File: config.mk
export PLATFORM = sky130hd
export DESIGN_NAME = systolic_sequencer
export DESIGN_NICKNAME = d
export VERILOG_FILES = /design/src/rtl/systolic_sequencer_pkg.sv /design/src/rtl/systolic_skew_gen.sv /design/src/rtl/systolic_sequencer.sv
export SDC_FILE = /design/constraint.sdc
export NUM_CORES = 1
export LEC_CHECK = 0
export BUFFER_PORTS_ARGS = -buffer_cell sky130_fd_sc_hd__buf_2
export CAP_MARGIN = 40
export CORE_MARGIN = 8
export CORE_UTILIZATION = 45
export DETAILED_ROUTE_END_ITERATION = 8
export GPL_ROUTABILITY_DRIVEN = 0
export PLACE_DENSITY = 0.67
export SYNTH_ARGS = -nofsm -noshare
export SYNTH_HDL_FRONTEND = slang
export SYNTH_SLANG_ARGS = --single-unit
File: constraint.sdc
create_clock -name CLK -period 2.07 [get_ports CLK]
set_input_delay 0.207 -clock CLK [delete_from_list [all_inputs] [get_ports CLK]]
set_output_delay 0.207 -clock CLK [all_outputs]
set_load 0.01 [all_outputs]
File: src/rtl/systolic_sequencer_pkg.sv
`default_nettype none
// ============================================================================
// systolic_pkg : shared state and load-kind enums for the systolic sequencer
// Rev 1.0
// ============================================================================
package systolic_pkg;

    typedef enum logic [0:0] {
        IDLE = 1'b0,
        RUN  = 1'b1
    } seq_state_t;

    typedef enum logic [1:0] {
        NONE    = 2'd0,
        WEIGHT  = 2'd1,
        PARTIAL = 2'd2,
        INPUT   = 2'd3
    } load_kind_t;

endpackage
`default_nettype wire

File: src/rtl/systolic_skew_gen.sv
`default_nettype none
// ============================================================================
// systolic_skew_gen : decodes the pass counter into diagonal FIFO shifts and
//                     the output-row window
// Rev 1.0
// ============================================================================
module systolic_skew_gen #(
    parameter  int ARRAY_DIM = 4,
    localparam int RW        = $clog2(ARRAY_DIM),
    localparam int CW        = $clog2(3 * ARRAY_DIM)
) (
    input  logic                 run,
    input  logic [CW-1:0]        c,
    output logic [ARRAY_DIM-1:0] fifo_shift,
    output logic [ARRAY_DIM-1:0] ps_fifo_shift,
    output logic [RW-1:0]        row_out,
    output logic                 out_valid
);

    localparam int            N           = ARRAY_DIM;
    localparam logic [CW-1:0] c_out_first = CW'(2 * N - 1);
    localparam logic [CW-1:0] c_out_last  = CW'(3 * N - 2);

    // Row r sees its inputs N cycles starting at c=r, partial sums N cycles later.
    for (genvar r = 0; r < N; r++) begin : g_row
        assign fifo_shift[r]    = run && (int'(c) >= r)     && (int'(c) < r + N);
        assign ps_fifo_shift[r] = run && (int'(c) >= r + N) && (int'(c) < r + 2 * N);
    end

    assign out_valid = run && (c >= c_out_first) && (c <= c_out_last);
    assign row_out   = out_valid ? RW'(c - c_out_first) : '0;

endmodule
`default_nettype wire

File: src/rtl/systolic_sequencer.sv
`default_nettype none
// ============================================================================
// systolic_sequencer : weight-stationary systolic array load/compute sequencer
// Rev 1.0
// ============================================================================
module systolic_sequencer
    import systolic_pkg::*;
#(
    parameter  int ARRAY_DIM = 4,
    parameter  int DATA_W    = 16,
    localparam int RW        = $clog2(ARRAY_DIM),
    localparam int CW        = $clog2(3 * ARRAY_DIM)
) (
    input  logic                 CLK,
    input  logic                 nRST,
    input  logic                 weight_en,
    input  logic                 input_en,
    input  logic                 partial_en,
    input  logic [RW-1:0]        row_en,
    input  logic                 start,
    output logic                 fifo_has_space,
    output logic                 weight_load,
    output logic                 input_load,
    output logic                 partials_load,
    output logic [RW-1:0]        weight_row,
    output logic [RW-1:0]        input_row,
    output logic [RW-1:0]        partials_row,
    output logic                 MAC_start,
    output logic                 MAC_count,
    output logic [ARRAY_DIM-1:0] fifo_shift,
    output logic [ARRAY_DIM-1:0] ps_fifo_shift,
    output logic [RW-1:0]        row_out,
    output logic                 out_valid,
    output logic                 busy
);

    localparam int               N            = ARRAY_DIM;
    localparam int               CNT_W        = RW + 1;
    localparam logic [CW-1:0]    c_last       = CW'(3 * N - 2);
    localparam logic [CNT_W-1:0] c_fifo_depth = CNT_W'(N);

    if (ARRAY_DIM < 2 || ARRAY_DIM > 16 || (ARRAY_DIM & (ARRAY_DIM - 1)) != 0 || DATA_W < 1)
    begin : g_param_check
        $error("systolic_sequencer: unsupported ARRAY_DIM or DATA_W");
    end

    seq_state_t       r_state;
    seq_state_t       w_state_next;
    load_kind_t       w_kind;
    logic [CW-1:0]    r_c;
    logic [N-1:0]     r_mask;
    logic [CNT_W-1:0] r_count [N];
    logic             w_idle;
    logic             w_run;
    logic             w_last;
    logic             w_start_ok;
    logic             r_weight_load;
    logic             r_input_load;
    logic             r_partials_load;
    logic [RW-1:0]    r_weight_row;
    logic [RW-1:0]    r_input_row;
    logic [RW-1:0]    r_partials_row;

    assign w_idle         = (r_state == IDLE);
    assign w_run          = (r_state == RUN);
    assign w_last         = w_run && (r_c == c_last);
    // Start qualifies on the mask as registered, not on a weight beat arriving now.
    assign w_start_ok     = w_idle && start && (&r_mask);
    assign fifo_has_space = w_idle && (r_count[row_en] < c_fifo_depth);

    always_comb begin
        w_kind = NONE;
        if (w_idle) begin
            if (weight_en)                         w_kind = WEIGHT;
            else if (partial_en)                   w_kind = PARTIAL;
            else if (input_en && fifo_has_space)   w_kind = INPUT;
        end
    end

    always_comb begin
        w_state_next = r_state;
        case (r_state)
            IDLE:    if (w_start_ok) w_state_next = RUN;
            RUN:     if (w_last)     w_state_next = IDLE;
            default:                 w_state_next = IDLE;
        endcase
    end

    always_ff @(posedge CLK or negedge nRST) begin
        if (!nRST) r_state <= IDLE;
        else       r_state <= w_state_next;
    end

    always_ff @(posedge CLK or negedge nRST) begin
        if (!nRST)                  r_c <= '0;
        else if (w_run && !w_last)  r_c <= r_c + 1'b1;
        else                        r_c <= '0;
    end

    // Weights stay stationary across passes; input counts empty with each pass.
    always_ff @(posedge CLK or negedge nRST) begin
        if (!nRST) begin
            r_mask <= '0;
            for (int i = 0; i < N; i++) r_count[i] <= '0;
        end else begin
            if (w_kind == WEIGHT) r_mask[row_en] <= 1'b1;
            if (w_last) begin
                for (int i = 0; i < N; i++) r_count[i] <= '0;
            end else if (w_kind == INPUT) begin
                r_count[row_en] <= r_count[row_en] + 1'b1;
            end
        end
    end

    always_ff @(posedge CLK or negedge nRST) begin
        if (!nRST) begin
            r_weight_load   <= 1'b0;
            r_input_load    <= 1'b0;
            r_partials_load <= 1'b0;
            r_weight_row    <= '0;
            r_input_row     <= '0;
            r_partials_row  <= '0;
        end else begin
            r_weight_load   <= (w_kind == WEIGHT);
            r_input_load    <= (w_kind == INPUT);
            r_partials_load <= (w_kind == PARTIAL);
            if (w_kind == WEIGHT)  r_weight_row   <= row_en;
            if (w_kind == INPUT)   r_input_row    <= row_en;
            if (w_kind == PARTIAL) r_partials_row <= row_en;
        end
    end

    assign weight_load   = r_weight_load;
    assign input_load    = r_input_load;
    assign partials_load = r_partials_load;
    assign weight_row    = r_weight_row;
    assign input_row     = r_input_row;
    assign partials_row  = r_partials_row;
    assign MAC_start     = w_run && (r_c == '0);
    assign MAC_count     = w_run;
    assign busy          = w_run;

    systolic_skew_gen #(
        .ARRAY_DIM (ARRAY_DIM)
    ) u_skew_gen (
        .run           (w_run),
        .c             (r_c),
        .fifo_shift    (fifo_shift),
        .ps_fifo_shift (ps_fifo_shift),
        .row_out       (row_out),
        .out_valid     (out_valid)
    );

endmodule
`default_nettype wire
==> summary.md <==
| Metric | Value |
|---|---|
| Post-place setup slack | 0.304 ns |
| Number of iterations in the first detailed-routing pass | 4 |
| Chip width | about 75 µm |
| Clock tree from TritonCTS | yes |
| Static Leakage | 0.000878 µW |
| Total routing usage reported by global routing | 13.0% |
| Core region area | 3360 µm² |
| Max-slew violations | 0 |
| Maximum fanout encountered on the critical timing path | 13 |
| Count of pins on the block boundary | 32 |
| Number of inserted filler cells in the final layout | about 330 |
| Net total in the final layout | 187 |
| Chip height | 75.4 µm |
| Tmin final | 1.89 ns |
| Routed wire length per instance | 15.4 µm |
| Clock root buffer | sky130_fd_sc_hd__clkbuf_4 |
| Total CTS buffers | 5 |
| Portion of total power attributed to the clock network | 18.7% |
| WS Path Type | flop to output port |
| Number of buffers inserted by post-CTS setup repair | 0 |
| Overall power consumption | roughly 2400 µW |
| Cell accounting for the most synthesized area | sky130_fd_sc_hd__dfrtp_1 |
| Number of port buffers | 31 |
| Summed instance area of the synthesized netlist | approximately 1600 µm² |
| Largest vdd supply drop | 710 µV |
| Synthesized netlist cell count | 141 |
| Most common cell in the netlist | sky130_fd_sc_hd__dfrtp_1 |
| Maximum clock path buffer count | 2 |
| Part of the total power dissipated in sequential elements | 38.7% |
| Detailed-route wire length | 3410 µm |
| Full die area | 5690 µm² |
| Cell-internal power | 1490 µW |
| Fraction of layout instances using a drive strength above 1 | 30.9% |
| Overflow after GRT | 0 |
| Via count of the routed design | 1175 |
| Setup WS post-layout | 0.181 ns |
| Cell types with the largest area share after synthesis | sky130_fd_sc_hd__dfrtp_1 47%, sky130_fd_sc_hd__mux2i_1 5.7%, sky130_fd_sc_hd__o21ai_0 4.7% |
| Share of async-settable or async-resettable flops after synthesis | 100% |
| Critical Path Sink Type | output port |
| Half-perimeter wire length of the detailed placement result | 2590 µm |
| Unique cell type count in the Yosys netlist | 42 |
| Transition time at the pin with the least slew margin | 0.652 ns |
| Initial antenna violation count | 0 |
| Antenna cells | 0 |
| Top post-synthesis cells by count | 30 x sky130_fd_sc_hd__dfrtp_1, 15 x sky130_fd_sc_hd__o21ai_0, 12 x sky130_fd_sc_hd__nor2_1, 9 x sky130_fd_sc_hd__mux2i_1, 7 x sky130_fd_sc_hd__inv_1 |
| Number of flops mapped to enable cells by yosys | 0 |
| Count of nets left with antenna violations after detail routing | 0 |
| Number of H-tree levels | 2 |
| Setup violation total in the final timing report | 0 |
| Leading register cell type out of synthesis | sky130_fd_sc_hd__dfrtp_1 |
| Achievable frequency | 529 MHz |
| Final Cycle Share | 91.3% |
| # clock sinks | 30 |
| CP arrival | around 1.7 ns |
| Reg area | 751 µm² |
| Final Hold Fails | 0 |
| Wire length of the first global-routing pass | 5510 µm |
| Multi-input gate area in the final layout | 782 µm² |
| Number of global-route vias before repair | 1194 |
| Worst clock skew on the final layout | approximately 0.012 ns |
| Synthesized area per cell | 11.3 µm² |
| RSZ-0062 raised after global routing | no |
| Clock transition time at the flip-flop clock pins of the worst setup and hold paths | 0.09 ns |
| Initial Util | 47.2% |
| Final-layout setup total negative slack | 0 ns |
| Startpoint types | flop |
| Data required time of the critical path | ~1.9 ns |
| Initial drt markers | 8 |
| Power density cells | 1290 nW/µm² |
| Register bit count reported by yosys | 30 |
| Clock latency on the worst-skew pair | 0.34 ns |
| Post-route DRC violation count | 0 |
| Max-slew headroom at the worst pin | 56.5% |
| Synth warn | 0 |
| Sequential cell area fraction in the yosys report | 47.2% |
| Largest net degree at the start of global routing | 31 |
| Area grow syn2layout | 17.3% |
| Combinational group share of total power | between 40% and 50% |
| Number of nets produced by synthesis | 154 |
| Worst hold margin | about 0.11 ns |
| Path type of the worst min-delay path | primary input to flop |
| Total number of placement rows | 21 |
| Total of max-cap violations | 0 |
| Mean number of vias per cell | 5.32 |
| Result of the run | completed |
| Sw Pwr | between 900 and 1000 µW |
| Finished Core Util | 55.4% |
| Sw frac | 38.4% |
| Post-synth top area share | 47.2% |
==> layer usage <==
layer	vias up	global-route usage, %	routed length [µm]
met5	-	0	0
met4	0	5.76	49
met3	5	4.21	209
met2	25	22.3	1730
met1	576	14.3	1430
li1	569	-	-
==> power by group through the flow <==
stage | clock [µW] | sequential, µW | combinational (µW)
floorplan | 0 | 925 | 678
CTS | 468 | 935 | 1050
global placement | 0 | 934 | 1010
global route | 488 | 965 | 1160
detailed placement | 0 | 944 | 1040
finish | 452 | 933 | 1030
==> per-stage QoR <==
step                      area (µm²)  instances
after global placement          1780        212
after detailed placement        1780        212
after floorplan                 1590        141
after CTS                       1860        221
final                           1860        221
after global routing            1860        221
==> worst paths after layout <==
path / start / to / slack, ns / cells past startpoint
max: r_c[2]$_DFF_PN0_ / row_out[1] / 0.18 / 4
min: weight_en / partials_load$_DFF_PN0_ / 0.11 / 2
max reg2reg: MAC_count$_DFF_PN0_ / input_row[1]$_DFFE_PN0P_ / 0.35 / 3
min reg2reg: r_mask[0]$_DFFE_PN0P_ / r_mask[0]$_DFFE_PN0P_ / 0.47 / 1
max in group asynchronous: nRST / MAC_count$_DFF_PN0_ / 1.21 / 2
min in group asynchronous: nRST / r_count[4]$_DFFE_PN0P_ / 0.43 / 2
==> state kept, by name (all words and copies together), names as in the netlist <==
signal         cells
input_load         1
weight_load        1
r_c                4
r_mask             4
MAC_count          1
partials_row       2
input_row          2
weight_row         2
partials_load      1
r_count           12
==> cell families after synthesis <==
| logic type | share of synthesized area (%) |
|---|---|
| buf+inv | 3.70 |
| flops | 47.2 |
| xor+xnor | 1.10 |
| mux | 14.4 |
| fa+ha+maj | 3.94 |
| compound gates | 12.8 |
| simple gates | 16.8 |
==> cell type report <==
type / instances / area share [%]
clock buffer: 7 / 2.42
clock inverter: 1 / 1.61
inverter: 7 / 1.41
multi-input combinational: 97 / 41.9
sequential: 30 / 40.3
tap: 46 / 3.09
timing repair buffer: 33 / 9.26
==> cells in the final DEF (no fill, tap or decap), types with 4 or more instances in the layout <==
cell,instances
sky130_fd_sc_hd__o21ai_0,15
sky130_fd_sc_hd__a21oi_1,4
sky130_fd_sc_hd__mux2i_1,9
sky130_fd_sc_hd__nor2b_1,4
sky130_fd_sc_hd__ha_1,5
sky130_fd_sc_hd__clkbuf_4,5
sky130_fd_sc_hd__buf_2,31
sky130_fd_sc_hd__dfrtp_1,30
sky130_fd_sc_hd__nor2_1,12
sky130_fd_sc_hd__mux2_2,5
sky130_fd_sc_hd__nand2_1,4
sky130_fd_sc_hd__inv_1,7
==> critical path, cell delays in order, from the launching register on <==
cell                       delay [ns]
sky130_fd_sc_hd__dfrtp_1         0.53
sky130_fd_sc_hd__nor2b_2         0.25
sky130_fd_sc_hd__o21ai_0         0.14
sky130_fd_sc_hd__a211oi_1        0.25
sky130_fd_sc_hd__buf_2           0.17
==> timing repair <==
item,4_1_cts,5_1_grt
endpoints found under the setup margin,0,1
hold endpoints to repair,30,0
hold buffers,1,0
resized for setup,0,1
Note: power is estimated with default switching activity, not from simulation.
